[config.mk]
export PLATFORM = sky130hd
export DESIGN_NAME = uart_alu_interface
export DESIGN_NICKNAME = d
export VERILOG_FILES = /design/src/rtl/uart_alu_interface.sv
export SDC_FILE = /design/constraint.sdc
export NUM_CORES = 1
export LEC_CHECK = 0
export CORE_UTILIZATION = 28
export CTS_CLUSTER_SIZE = 8
export DETAILED_ROUTE_END_ITERATION = 7
export GPL_TIMING_DRIVEN = 1
export HOLD_SLACK_MARGIN = 0.08
export PLACE_DENSITY = 0.59
export SETUP_SLACK_MARGIN = 0.3
export SYNTH_ARGS = -nofsm -noshare
export SYNTH_HDL_FRONTEND = slang
export SYNTH_SLANG_ARGS = --single-unit
[constraint.sdc]
create_clock -name clk -period 2.12 [get_ports clk]
set_input_delay 0.424 -clock clk [delete_from_list [all_inputs] [get_ports clk]]
set_output_delay 0.424 -clock clk [all_outputs]
set_load 0.1 [all_outputs]
[src/rtl/uart_alu_interface.sv]
// uart_alu_interface
//   Command sequencer between a uart and a combinational ALU. Pops three bytes
//   from the uart RX FIFO (operand A, operand B, opcode), holds them on
//   registered ALU inputs, captures the ALU result and pushes it into the uart
//   TX FIFO.
//
// Ports
//   clk        system clock, rising edge
//   reset      asynchronous active-low reset (0 = in reset)
//   rx_empty   RX FIFO empty
//   r_data     RX FIFO head word (show-ahead, valid while rx_empty = 0)
//   rd_uart    RX pop strobe
//   tx_full    TX FIFO full
//   wr_uart    TX push strobe
//   w_data     result byte to the TX FIFO
//   alu_a      registered operand A
//   alu_b      registered operand B
//   alu_op     registered opcode
//   alu_res    ALU result (combinational in alu_a/alu_b/alu_op)
//   op_err     one-cycle pulse after an illegal opcode was popped
//   busy       high while a command is in progress (any state but S_A)
//   state_dbg  current FSM state, for debug and checkers
//
// Handshakes: both FIFO strobes are valid/ready style. A pop happens on the
// rising edge where rd_uart = 1, and rd_uart is only raised while rx_empty = 0.
// A push happens on the rising edge where wr_uart = 1, and wr_uart is only
// raised while tx_full = 0. Each strobe is a single-cycle transfer.

module uart_alu_interface #(
  parameter int DBIT  = 8,
  parameter int NB_OP = 6
) (
  input  logic             clk,
  input  logic             reset,
  input  logic             rx_empty,
  input  logic [DBIT-1:0]  r_data,
  output logic             rd_uart,
  input  logic             tx_full,
  output logic             wr_uart,
  output logic [DBIT-1:0]  w_data,
  output logic [DBIT-1:0]  alu_a,
  output logic [DBIT-1:0]  alu_b,
  output logic [NB_OP-1:0] alu_op,
  input  logic [DBIT-1:0]  alu_res,
  output logic             op_err,
  output logic             busy,
  output logic [2:0]       state_dbg
);

  typedef enum logic [2:0] {
    S_A    = 3'd0,
    S_B    = 3'd1,
    S_OP   = 3'd2,
    S_CALC = 3'd3,
    S_SEND = 3'd4
  } state_t;

  state_t state, state_next;

  logic [NB_OP-1:0] op_in;
  logic             op_legal;

  assign op_in = r_data[NB_OP-1:0];

  always_comb begin
    op_legal = 1'b0;
    case (op_in)
      NB_OP'(6'h20), NB_OP'(6'h22), NB_OP'(6'h24), NB_OP'(6'h25),
      NB_OP'(6'h26), NB_OP'(6'h27), NB_OP'(6'h03), NB_OP'(6'h02):
        op_legal = 1'b1;
      default: op_legal = 1'b0;
    endcase
  end

  // State register
  always_ff @(posedge clk or negedge reset) begin
    if (!reset) state <= S_A;
    else        state <= state_next;
  end

  // Next state and strobes. The strobes are also forced low while reset is
  // asserted so the FIFOs never see a transfer during reset.
  always_comb begin
    state_next = state;
    rd_uart    = 1'b0;
    wr_uart    = 1'b0;
    busy       = 1'b0;
    case (state)
      S_A: begin
        rd_uart = !rx_empty;
        if (!rx_empty) state_next = S_B;
      end
      S_B: begin
        busy    = 1'b1;
        rd_uart = !rx_empty;
        if (!rx_empty) state_next = S_OP;
      end
      S_OP: begin
        busy    = 1'b1;
        rd_uart = !rx_empty;
        if (!rx_empty) state_next = op_legal ? S_CALC : S_A;
      end
      S_CALC: begin
        busy       = 1'b1;
        state_next = S_SEND;
      end
      S_SEND: begin
        busy    = 1'b1;
        wr_uart = !tx_full;
        if (!tx_full) state_next = S_A;
      end
      default: state_next = S_A;
    endcase
    if (!reset) begin
      rd_uart = 1'b0;
      wr_uart = 1'b0;
      busy    = 1'b0;
    end
  end

  // Datapath registers. An illegal opcode is not loaded into alu_op so the
  // ALU keeps seeing the previous command's opcode.
  always_ff @(posedge clk or negedge reset) begin
    if (!reset) begin
      alu_a  <= '0;
      alu_b  <= '0;
      alu_op <= '0;
      w_data <= '0;
      op_err <= 1'b0;
    end else begin
      op_err <= 1'b0;
      case (state)
        S_A:    if (!rx_empty) alu_a <= r_data;
        S_B:    if (!rx_empty) alu_b <= r_data;
        S_OP: begin
          if (!rx_empty) begin
            if (op_legal) alu_op <= op_in;
            else          op_err <= 1'b1;
          end
        end
        // ALU inputs have been stable for this whole cycle.
        S_CALC: w_data <= alu_res;
        default: ;
      endcase
    end
  end

  assign state_dbg = state;

endmodule

### Word level (Yosys, flattened, before mapping)

Cells that the tools add are included.

| operators by class | value |
|---|---|
| mux-type cells | 16 |
| bitwise operators | 1 |
| eq/ne operators | 16 |
| reductions and logical operators | 10 |

Operator list:

| kind | count |
|---|---|
| $eq 6x6->1 const B | 6 |
| $pmux 3 s5 | 1 |
| $eq 6x2->1 const B | 2 |
| $mux 3 | 4 |
| $mux 1 | 10 |
| $ne 2x2->1 const B | 4 |
| $reduce_or 8->1 | 1 |
| $eq 3x2->1 const B | 2 |
| $reduce_and 2->1 | 2 |
| $reduce_and 4->1 | 1 |
| $reduce_or 4->1 | 1 |
| $eq 3x1->1 const B | 1 |
| $eq 3x3->1 const B | 1 |
| $logic_not 3->1 | 1 |
| $reduce_and 3->1 | 1 |
| $reduce_or 3->1 | 1 |
| $logic_not 1->1 | 2 |
| $mux 2 | 1 |
| $not 1->1 | 1 |

| word-level totals | value |
|---|---|
| logic and storage cells | 49 |
| output and inout bits | 37 |
| input bits | 20 |
| register bits | 34 |

### Logic depth before layout (Yosys ltp)

| logic depth | value |
|---|---|
| word-level depth | 6 |
| gate-level depth with buffers | 5 |
| gate-level depth less buffers | 4 |

### Worst setup path before layout

Ideal clock, no wire load.

| path | value |
|---|---|
| kind | register to output |
| from | register state[2], in the netlist state_dbg[2] |
| to | output port rd_uart |
| path slack | -0.995 ns |
| stages on the path, launching flop included | 5 |
| path buffers | 1 |
| data arrival time | 2.691 ns |
| data required time | 1.696 ns |
| cell sequence | dfrtp_1 buf_6 nor2_4 nand2_1 a21oi_1 |

| on the way | value |
|---|---|
| cells in the longest elaborated chain, start to end | 4 |
| elaborated cells between the ends (all ways) | 6 |
| classes of those cells | eq/ne (2); mux (2); reduce/logical (2) |

Ends and longest elaborated chain:

| what | line | RTL |
|---|---|---|
| from (decl) | 58 | `state_t state, state_next;` |
| from (signal assigned) | 78 | `else state <= state_next;` |
| $eq 3x2->1 (tied with other cells) | 88 | `case (state)` |
| $reduce_or 3->1 (no source line) (*) | -- |  |
| $mux 1 (*) | -- |  |
| $mux 1 (*) | 114 | `if (!reset) begin` |
| to (decl) | 37 | `output logic rd_uart,` |

Mark *: on every way between the ends. The rest lies on a longest branch, timed or not.

### Final worst setup path

| path | value |
|---|---|
| from | register state[0], in the netlist state_dbg[0] |
| to | output port busy |

| on the way | value |
|---|---|
| cells in the longest elaborated chain, start to end | 4 |
| elaborated cells between the ends (all ways) | 7 |
| classes of those cells | eq/ne (4); mux (2); reduce/logical (1) |

Ends and longest elaborated chain:

| what | line | RTL |
|---|---|---|
| $eq 3x3->1 (tied with other cells) | 88 |  |
| $reduce_or 4->1 (no source line) (*) | -- |  |
| $mux 1 (*) | 88 |  |
| $mux 1 (*) | 114 |  |
| to (decl) | 46 | `output logic busy,` |

Marked as above.

==> results.cfg <==
[timing]
period_share = 0.840
max_freq_mhz = 562
setup_viol = 0
maxSlewViolCount = 0
period_needed_ps = 1780
tightest_slew_ps = 535
finalSetupTns_ps = 0
finalHoldViolations = 0
relSlewSlack = 0.642
finalClockSkew_ps = 4.82
rsz0062_at_grt = yes

[synth]
netlist_instances = 94
netlist_area_mm2 = 0.00145
synth_compound_area_frac = 0.0164
synth.most_common_cell = dfrtp_1
synth-xor-area-share = 0.00606
yosys.cell_types.count = 25
synth_area_leaders = dfrtp_1, mux2_2, nor4_4
synthAdderAreaFrac = 0
ys.flop_type = dfrtp_1
synthMuxAreaShare = 0.218
synth_area_per_cell_um2 = 15.4
yosysSeqAreaShare = 0.588
synthTopCellsByCount = dfrtp_1, mux2_2, nor2_1
synth_nets = 114
async_reset_ff_frac = 1.00
synth_edf_count = 0
yosys.area_share.simple = 0.148
synth_top_family_by_area = multiplexers
synth_seq_cells = 34
synth.top_cell.area_share = 0.588
synth_area_leader_cell = dfrtp_1
yosys_warnings = 0

[grt]
antenna_found_initial = 0
grt_util_all_layers = 0.142
grt_max_degree = 23
grt_pass1_vias = 1041
grt_pass1_wl_um = 5520
grt_overflow = 0

[setup_path]
crit_start = state_dbg[0]
r2r_start = state_dbg[2]
worstPathRequired_ps = 1700
setup.worst_path.start_class = flop
crit_fanout = 3
worstSetupEndpointType = output port
criticalPathCategory = reg -> out
cp.arrival_ps = 1360

[status]
status = finished, final reports clean

[floorplan]
io_pins = 57
die_h_um = 73.9
core_mm2 = 0.00485
start_util = 0.298
die_w_um = 73.9
dieArea_mm2 = 0.00546
rows = 25

[drt]
drt_first_pass_iters = 4
drc_errors = 0
viasPerCell = 4.36
antenna_left = 0
vias = 1030
wl_per_cell_um = 14.6
wirelength_um = 3450
drt_iter0_markers = 27

[cts]
cts_inserted_buffers = 5
cts_root_buffer = clkbuf_8
cts_sinks = 34
clk_path_buf_depth = 2
clk_latency_ps = 280
cts_tree = yes
htree_levels = 2
clk_pin_slew_ps = 70

[final_layout]
layout.nets = 188
drive_above_1_share = 0.604
antenna_cells = 0
nFillCells = 428
area_growth_pct = 60.9

[hold_path]
hold_path_class = in -> async

[place]
place_hpwl_um = 2530
globalplace.congestion = 0.708
numPortBuffers = 56

[flow_run]
max_cap_violations = 0
## layer usage
layer | vias up | global-route usage | wire, µm
met3 | 4 | 0.0412 | 173
met1 | 514 | 0.176 | 1370
met2 | 29 | 0.229 | 1860
met5 | - | 0 | 0
met4 | 0 | 0.0641 | 41
li1 | 483 | - | -
## metrics by stage
step	std cells	utilization	hold slack (ps)	setup slack, ps	instance area [µm²]
CTS	233	0.474	226	237	2300
detailed placement	221	0.444	345	44.1	2150
global placement	221	0.444	340	67.0	2150
floorplan	94	-	128	167	1500
finish	236	0.480	214	340	2330
global route	236	0.480	237	284	2330
## layout by cell type (no fill, tap or decap), types with 2 or more instances in the layout
cell,count
and2b_2,2
buf_12,7
buf_4,42
clkbuf_8,5
clkdlybuf4s50_1,16
dfrtp_1,31
dfrtp_4,3
dlymetal6s2s_1,2
mux2_2,24
mux2_4,4
nand2_1,2
nor2_1,3
nor2_4,2
nor4_4,2
## worst paths after layout
check | endpoint | slack (ps) | cells past startpoint
setup / recovery | busy | 340 | 4
hold / removal | alu_a[4] | 210 | 2
setup reg to reg | alu_op[2] | 370 | 6
hold reg to reg | alu_a[1] | 510 | 1
max in group asynchronous | state_dbg[1] | 980 | 2
min in group clk | alu_op[2] | 500 | 2
## cell families after synthesis
logic type | after synthesis
flops | 34
mux | 28
simple gates | 24
compound gates | 4
buf+inv | 3
xor+xnor | 1
## worst max-delay path, stage by stage (launching register included)
cell and delay, ps:
dfrtp_4 490, nor2_4 140, xnor2_1 120, and2_4 160
buf_12 160
## layout make-up
cell class | count | area [µm²] | share of cell area
timing repair buffer | 70 | 667 | 0.287
clock inverter | 2 | 37.5 | 0.0161
tap | 67 | 83.8 | 0.0360
sequential | 34 | 862 | 0.370
clock buffer | 6 | 72.6 | 0.0312
multi-input combinational | 57 | 604 | 0.260
## sequential cells by signal, indices dropped and copies added (netlist names)
signal	flops
alu_b	8
alu_a	8
op_err	1
state_dbg	3
alu_op	6
w_data	8
## repair_timing
item	CTS	global route
pin swaps	1	1
buffers inserted	3	3
gates resized for setup	0	3
setup endpoints to repair	3	6
endpoints found under the hold margin	12	0
hold buffers	1	0
Power is not shown: default switching activity piles up to over one toggle a cycle in this logic, so the estimate is an artifact.
